$ cat src/rtl/uart_pkg.sv
// Shared UART definitions: FSM encoding, parity modes and baud derivation.
package uart_pkg;

  typedef logic [2:0] uart_state_t;

  localparam uart_state_t StIdle   = 3'd0;
  localparam uart_state_t StStart  = 3'd1;
  localparam uart_state_t StData   = 3'd2;
  localparam uart_state_t StParity = 3'd3;
  localparam uart_state_t StStop   = 3'd4;

  localparam int unsigned PARITY_NONE = 0;
  localparam int unsigned PARITY_ODD  = 1;
  localparam int unsigned PARITY_EVEN = 2;

  // Clocks per bit; the receiver derives its bit period the same way.
  function automatic int unsigned uart_ticks(input int unsigned clock_hz,
                                             input int unsigned baud);
    return clock_hz / baud;
  endfunction

endpackage

$ cat src/rtl/uart_baud_counter.sv
// Bit-period counter: counts 0..TICKS-1 while enabled and strobes on the last count.
module uart_baud_counter #(
  parameter int unsigned TICKS = 86
) (
  input  logic Clock,
  input  logic Reset,
  input  logic Enable_i,
  input  logic Clear_i,
  output logic Tick_o
);

  localparam int unsigned CW = (TICKS > 2) ? $clog2(TICKS) : 1;
  localparam logic [CW-1:0] LastCount = CW'(TICKS - 1);

  logic [CW-1:0] count_q, count_d;

  assign Tick_o = Enable_i && (count_q == LastCount);

  always_comb begin
    count_d = count_q;
    if (Clear_i) begin
      count_d = '0;
    end else if (Enable_i) begin
      count_d = (count_q == LastCount) ? '0 : count_q + CW'(1);
    end
  end

  always_ff @(posedge Clock or posedge Reset) begin
    if (Reset) begin
      count_q <= '0;
    end else begin
      count_q <= count_d;
    end
  end

endmodule

$ cat src/rtl/uart_tx.sv
// UART transmitter: LSB-first framing with optional parity and one or two stop bits.
module uart_tx
  import uart_pkg::*;
#(
  parameter int unsigned CLOCK_HZ  = 10_000_000,
  parameter int unsigned BAUD      = 115200,
  parameter int unsigned PARITY    = 0,
  parameter int unsigned STOP_BITS = 1
) (
  input  logic       Clock,
  input  logic       Reset,
  input  logic       Start_i,
  input  logic [7:0] Data_i,
  output logic       Tx_o,
  output logic       Busy_o,
  output logic       Done_o
);

  localparam int unsigned TICKS = uart_ticks(CLOCK_HZ, BAUD);
  localparam logic ParityEn  = (PARITY == PARITY_ODD) || (PARITY == PARITY_EVEN);
  localparam logic ParityOdd = (PARITY == PARITY_ODD);
  localparam logic [2:0] StopLast = (STOP_BITS == 2) ? 3'd1 : 3'd0;

  uart_state_t state_q, state_d;
  logic [7:0]  shift_q, shift_d;
  logic [2:0]  bit_cnt_q, bit_cnt_d;
  logic        parity_q, parity_d;
  logic        tx_q, tx_d;
  logic        busy_q, busy_d;
  logic        done_q, done_d;
  logic        clear;
  logic        tick;

  uart_baud_counter #(
    .TICKS (TICKS)
  ) u_baud (
    .Clock    (Clock),
    .Reset    (Reset),
    .Enable_i (busy_q),
    .Clear_i  (clear),
    .Tick_o   (tick)
  );

  always_comb begin
    state_d   = state_q;
    shift_d   = shift_q;
    bit_cnt_d = bit_cnt_q;
    parity_d  = parity_q;
    busy_d    = busy_q;
    done_d    = 1'b0;
    clear     = 1'b0;

    case (state_q)
      StIdle: begin
        if (Start_i) begin
          shift_d   = Data_i;
          parity_d  = (^Data_i) ^ ParityOdd;
          bit_cnt_d = 3'd0;
          busy_d    = 1'b1;
          clear     = 1'b1;
          state_d   = StStart;
        end
      end
      StStart: begin
        if (tick) state_d = StData;
      end
      StData: begin
        if (tick) begin
          shift_d = {1'b0, shift_q[7:1]};
          if (bit_cnt_q == 3'd7) begin
            bit_cnt_d = 3'd0;
            state_d   = ParityEn ? StParity : StStop;
          end else begin
            bit_cnt_d = bit_cnt_q + 3'd1;
          end
        end
      end
      StParity: begin
        if (tick) state_d = StStop;
      end
      StStop: begin
        // bit_cnt_q doubles as the stop-bit index here.
        if (tick) begin
          if (bit_cnt_q == StopLast) begin
            bit_cnt_d = 3'd0;
            busy_d    = 1'b0;
            done_d    = 1'b1;
            state_d   = StIdle;
          end else begin
            bit_cnt_d = bit_cnt_q + 3'd1;
          end
        end
      end
      default: begin
        state_d = StIdle;
        busy_d  = 1'b0;
      end
    endcase

    // Line level follows the next state so the start bit appears on the accepting edge.
    case (state_d)
      StStart:  tx_d = 1'b0;
      StData:   tx_d = shift_d[0];
      StParity: tx_d = parity_d;
      default:  tx_d = 1'b1;
    endcase
  end

  always_ff @(posedge Clock or posedge Reset) begin
    if (Reset) begin
      state_q   <= StIdle;
      shift_q   <= 8'h00;
      bit_cnt_q <= 3'd0;
      parity_q  <= 1'b0;
      tx_q      <= 1'b1;
      busy_q    <= 1'b0;
      done_q    <= 1'b0;
    end else begin
      state_q   <= state_d;
      shift_q   <= shift_d;
      bit_cnt_q <= bit_cnt_d;
      parity_q  <= parity_d;
      tx_q      <= tx_d;
      busy_q    <= busy_d;
      done_q    <= done_d;
    end
  end

  assign Tx_o   = tx_q;
  assign Busy_o = busy_q;
  assign Done_o = done_q;

endmodule

$ cat config.mk
export PLATFORM = sky130hd
export DESIGN_NAME = uart_tx
export DESIGN_NICKNAME = d
export VERILOG_FILES = /design/src/rtl/uart_pkg.sv /design/src/rtl/uart_baud_counter.sv /design/src/rtl/uart_tx.sv
export SDC_FILE = /design/constraint.sdc
export NUM_CORES = 1
export LEC_CHECK = 0
export BUFFER_PORTS_ARGS = -buffer_cell sky130_fd_sc_hd__buf_2
export CAP_MARGIN = 10
export CORE_MARGIN = 5
export CORE_UTILIZATION = 58
export DETAILED_ROUTE_END_ITERATION = 7
export HOLD_SLACK_MARGIN = 0.06
export PLACE_DENSITY = 0.78
export SYNTH_ARGS = -nofsm -noshare
export SYNTH_HDL_FRONTEND = slang
export SYNTH_SLANG_ARGS = --single-unit
$ cat constraint.sdc
create_clock -name Clock -period 2.2 [get_ports Clock]
set_input_delay 0.33 -clock Clock [delete_from_list [all_inputs] [get_ports Clock]]
set_output_delay 0.33 -clock Clock [all_outputs]
set_load 0.05 [all_outputs]
==> reports/summary.txt <==
RUN STATUS
------------------------------------------------------------------------------------
Result of the run                                                       finished, final reports clean

DIE
------------------------------------------------------------------------------------
Starting density of the core                                                   59.8%
Area of the die                                                          0.00361 mm²
# rows                                                                            18
Core ar.                                                                 0.00243 mm²
Width of the die                                                             60.1 µm
Die Height                                                                   60.1 µm
IO Pins                                                                           14

TIMING
------------------------------------------------------------------------------------
Tcrit/Tclk final                                                               89.3%
Maximum clock rate                                                           509 MHz
Number of max-slew violations in the final report                                  0
Setup_tns                                                                       0 ns
Count of final hold-check violations                                               0
Actual transition at the worst max-transition pin                           0.444 ns
Unrepaired setup endpoints after global routing                                   no
Shortest period the worst path allows                                        1.96 ns
Final worst clock skew                                                    0.00122 ns
Headroom to the max-slew limit                                                 70.3%
Final setup violation count                                                        0
Min Hold Slack                                                              0.247 ns

CLOCK NETWORK
------------------------------------------------------------------------------------
Clock sink count                                                                  25
Clock tree from TritonCTS                                                      built
Number of buffers added by the clock tree synthesis step                           3
Clock slew seen by the registers of the worst setup and hold paths           0.14 ns
Total number of H-tree levels                                                      1
Clock tree root buffer cell                                                 clkbuf_4
Buffer levels on the longest clock path                                            2
Clock Latency Late Sink                                                      0.32 ns

GLOBAL ROUTE
------------------------------------------------------------------------------------
Global routing met3 resource utilization                                       2.38%
Pin count of the biggest net entering global routing                              26
GRT Util Overall                                                               17.8%
Layer with the highest usage after global routing                               met2
Met2 usage                                                                     31.0%
Global routing met1 resource utilization                                       22.1%
Vias in the first global route                                                  1113
Wire length of the first global-routing pass                                 4820 µm
Number of antenna violations at the first check in global routing                  0
Grt total ovfl                                                                     0

DRT
------------------------------------------------------------------------------------
Post-Route WL                                                                2850 µm
DRT iter0 DRCs                                                                    33
DRC violation count after routing                                                  0
Initial DRT Pass Iterations                                                        4
ANT nets after route                                                               0
Routed len/inst                                                              14.9 µm
Avg Vias per Cell                                                               5.85
Total via count after detailed routing                                          1118

PLACEMENT
------------------------------------------------------------------------------------
Weighted congestion at the end of routability-driven global placement          0.813
Count of input and output buffers                                                 13
HPWL after detailed placement                                                2090 µm

LOGIC SYNTHESIS
------------------------------------------------------------------------------------
Distinct cell type count of the synthesized netlist                               44
Register area share after synthesis                                            43.1%
Number of nets produced by synthesis                                             162
Cell area after synthesis                                                0.00145 mm²
Ys flop type                                                                 dfrtp_1
Yosys Warn Count                                                                   0
Post-synth ARST share                                                           100%
Count of flip-flops with a built-in enable after synthesis                         0
Post-Syn Area per Cell                                                      9.96 µm²
Flops & latches, synth                                                            25
Number of standard cells after synthesis                                         146

POWER AND IR DROP
------------------------------------------------------------------------------------
Leakage power figure                                                        0.770 nW
Power density over the cells                                              989 mW/mm²
Largest vdd supply drop                                                       750 µV
Post-layout total power                                                    0.00157 W

HOLD PATH
------------------------------------------------------------------------------------
End of the worst hold path                                                shift_q[7]
Hold Path Stages                                                                   2
Hold wc startpoint                                                         Data_i[7]
Type of the worst min-delay path                                              in2reg

CELLS AND AREA
------------------------------------------------------------------------------------
Number of nets at the end of the flow                                            178
Number of antenna diodes                                                           0
Area added between synthesis and finish                                        9.29%
Commonest cells after routing, fill and taps aside                      dfrtp_1 (24), nor2_1 (14), nand2_1 (13), buf_2 (13), xnor2_1 (8)
Number of fillers in the final layout                                            205
Most common cell after layout, fill and taps aside                           dfrtp_1
Fraction of final layout cells sized beyond drive strength 1                   19.3%

WORST SETUP PATH
------------------------------------------------------------------------------------
Number of cell instances on the worst register-to-register path                    5
Worst r2r src                                                             state_q[2]
Critical Path AT                                                             2.23 ns
Setup CP Type                                                                reg2reg
Req. time, crit path                                                         2.46 ns
Setup slack of the most critical reg-to-reg path                             0.24 ns
Sort of element at the start of the critical path                          flip-flop
Endpoint of the lowest-slack register-to-register path                          Tx_o
Critical path capture point type                                           flip-flop
Largest fanout on the critical path                                               15

JOB
------------------------------------------------------------------------------------
Max Cap Viol                                                                       0

==> synth_stat cells, drive strengths merged, types with 2 or more instances <==
cell | count | area share [%]
nor2b | 4 | 1.7
o31ai | 2 | 1.0
xor2 | 2 | 1.2
a22o | 7 | 4.2
o2111ai | 2 | 1.2
nand2b | 3 | 1.3
o21ai | 5 | 1.7
a21oi | 7 | 2.4
or3 | 3 | 1.3
inv | 6 | 1.5
nand2 | 13 | 3.4
xnor2 | 8 | 4.8
nor4b | 2 | 1.6
nor3 | 4 | 2.1
a21o | 6 | 3.1
o211ai | 2 | 1.4
ha | 5 | 4.3
nor2 | 14 | 3.6
clkbuf | 5 | 1.3
mux2 | 2 | 1.5
buf | 2 | 1.1
dfrtp | 24 | 41
==> sequential cells by signal (all words and copies together), names as in the netlist <==
name,flops
Busy_o,1
Done_o,1
Tx_o,1
bit_cnt_q,3
parity_q,1
shift_q,8
state_q,3
u_baud.count_q,7
==> final cells by class <==
class	count	area (µm²)	share of cell area [%]
flip-flops and latches	25	627	39.4
well taps	30	37.5	2.36
repair buffers	18	105	6.61
inverters	6	22.5	1.42
multi-input cells	108	769	48.4
clock buffers	3	22.5	1.42
clock inverters	1	5.00	0.315
==> kinds of logic (layout without fill, tap and decap cells) <==
kind of cell | after synthesis | in the layout | synth area share, %
adders and majority gates | 5 | 5 | 4.30
xor gates and xnor gates | 10 | 10 | 6.02
buffers and inverters | 13 | 28 | 3.96
AOI/OAI and AO/OA | 39 | 39 | 19.6
and+or+nand+nor | 51 | 51 | 20.7
DFF | 25 | 25 | 43.1
muxes | 3 | 3 | 2.24
==> through the flow <==
stage	util (%)	std cells	cell area (µm²)	setup slack [ns]
6_report	65.3	191	1590	0.235
5_1_grt	65.3	191	1590	0.107
4_1_cts	65.3	191	1590	0.269
3_5_place_dp	63.8	186	1550	0.289
3_3_place_gp	63.8	186	1550	0.318
2_1_floorplan	-	146	1450	0.191
==> critical path: stages, from the launching register on <==
cell and delay (ns):
dfrtp_1 0.56, or3b_4 0.48, or4_1 0.55, o211ai_2 0.11, nor3_2 0.06, o21bai_2 0.14
==> report_power, final <==
group,switching (W),internal [W],total [W]
clock network,0.000142,0.0000682,0.000210
logic,0.000315,0.000264,0.000579
registers,0.000166,0.000617,0.000782
total,0.000622,0.000949,0.00157
==> routing by layer <==
metal	wire (µm)	up-vias
li1	-	553
met1	1330	540
met2	1380	20
met3	100	5
met4	39	0
met5	0	-
==> how the worst max path moves through the flow <==
stage / from / end / slack (ns) / cells past startpoint
after floorplan: Busy_o / shift_q[7] / 0.19 / 7
after global placement: state_q[2] / Tx_o / 0.32 / 5
after detailed placement: state_q[2] / Tx_o / 0.29 / 5
after CTS: state_q[2] / Tx_o / 0.27 / 5
after global routing: state_q[2] / u_baud.count_q[5] / 0.11 / 4
final: state_q[2] / Tx_o / 0.24 / 5
==> repair_timing <==
item                      CTS  global route
hold buffers                1             0
hold endpoints to repair   24             0
gates resized for setup     0             0
setup buffers               0             0
(Power assumes the default switching activity.)
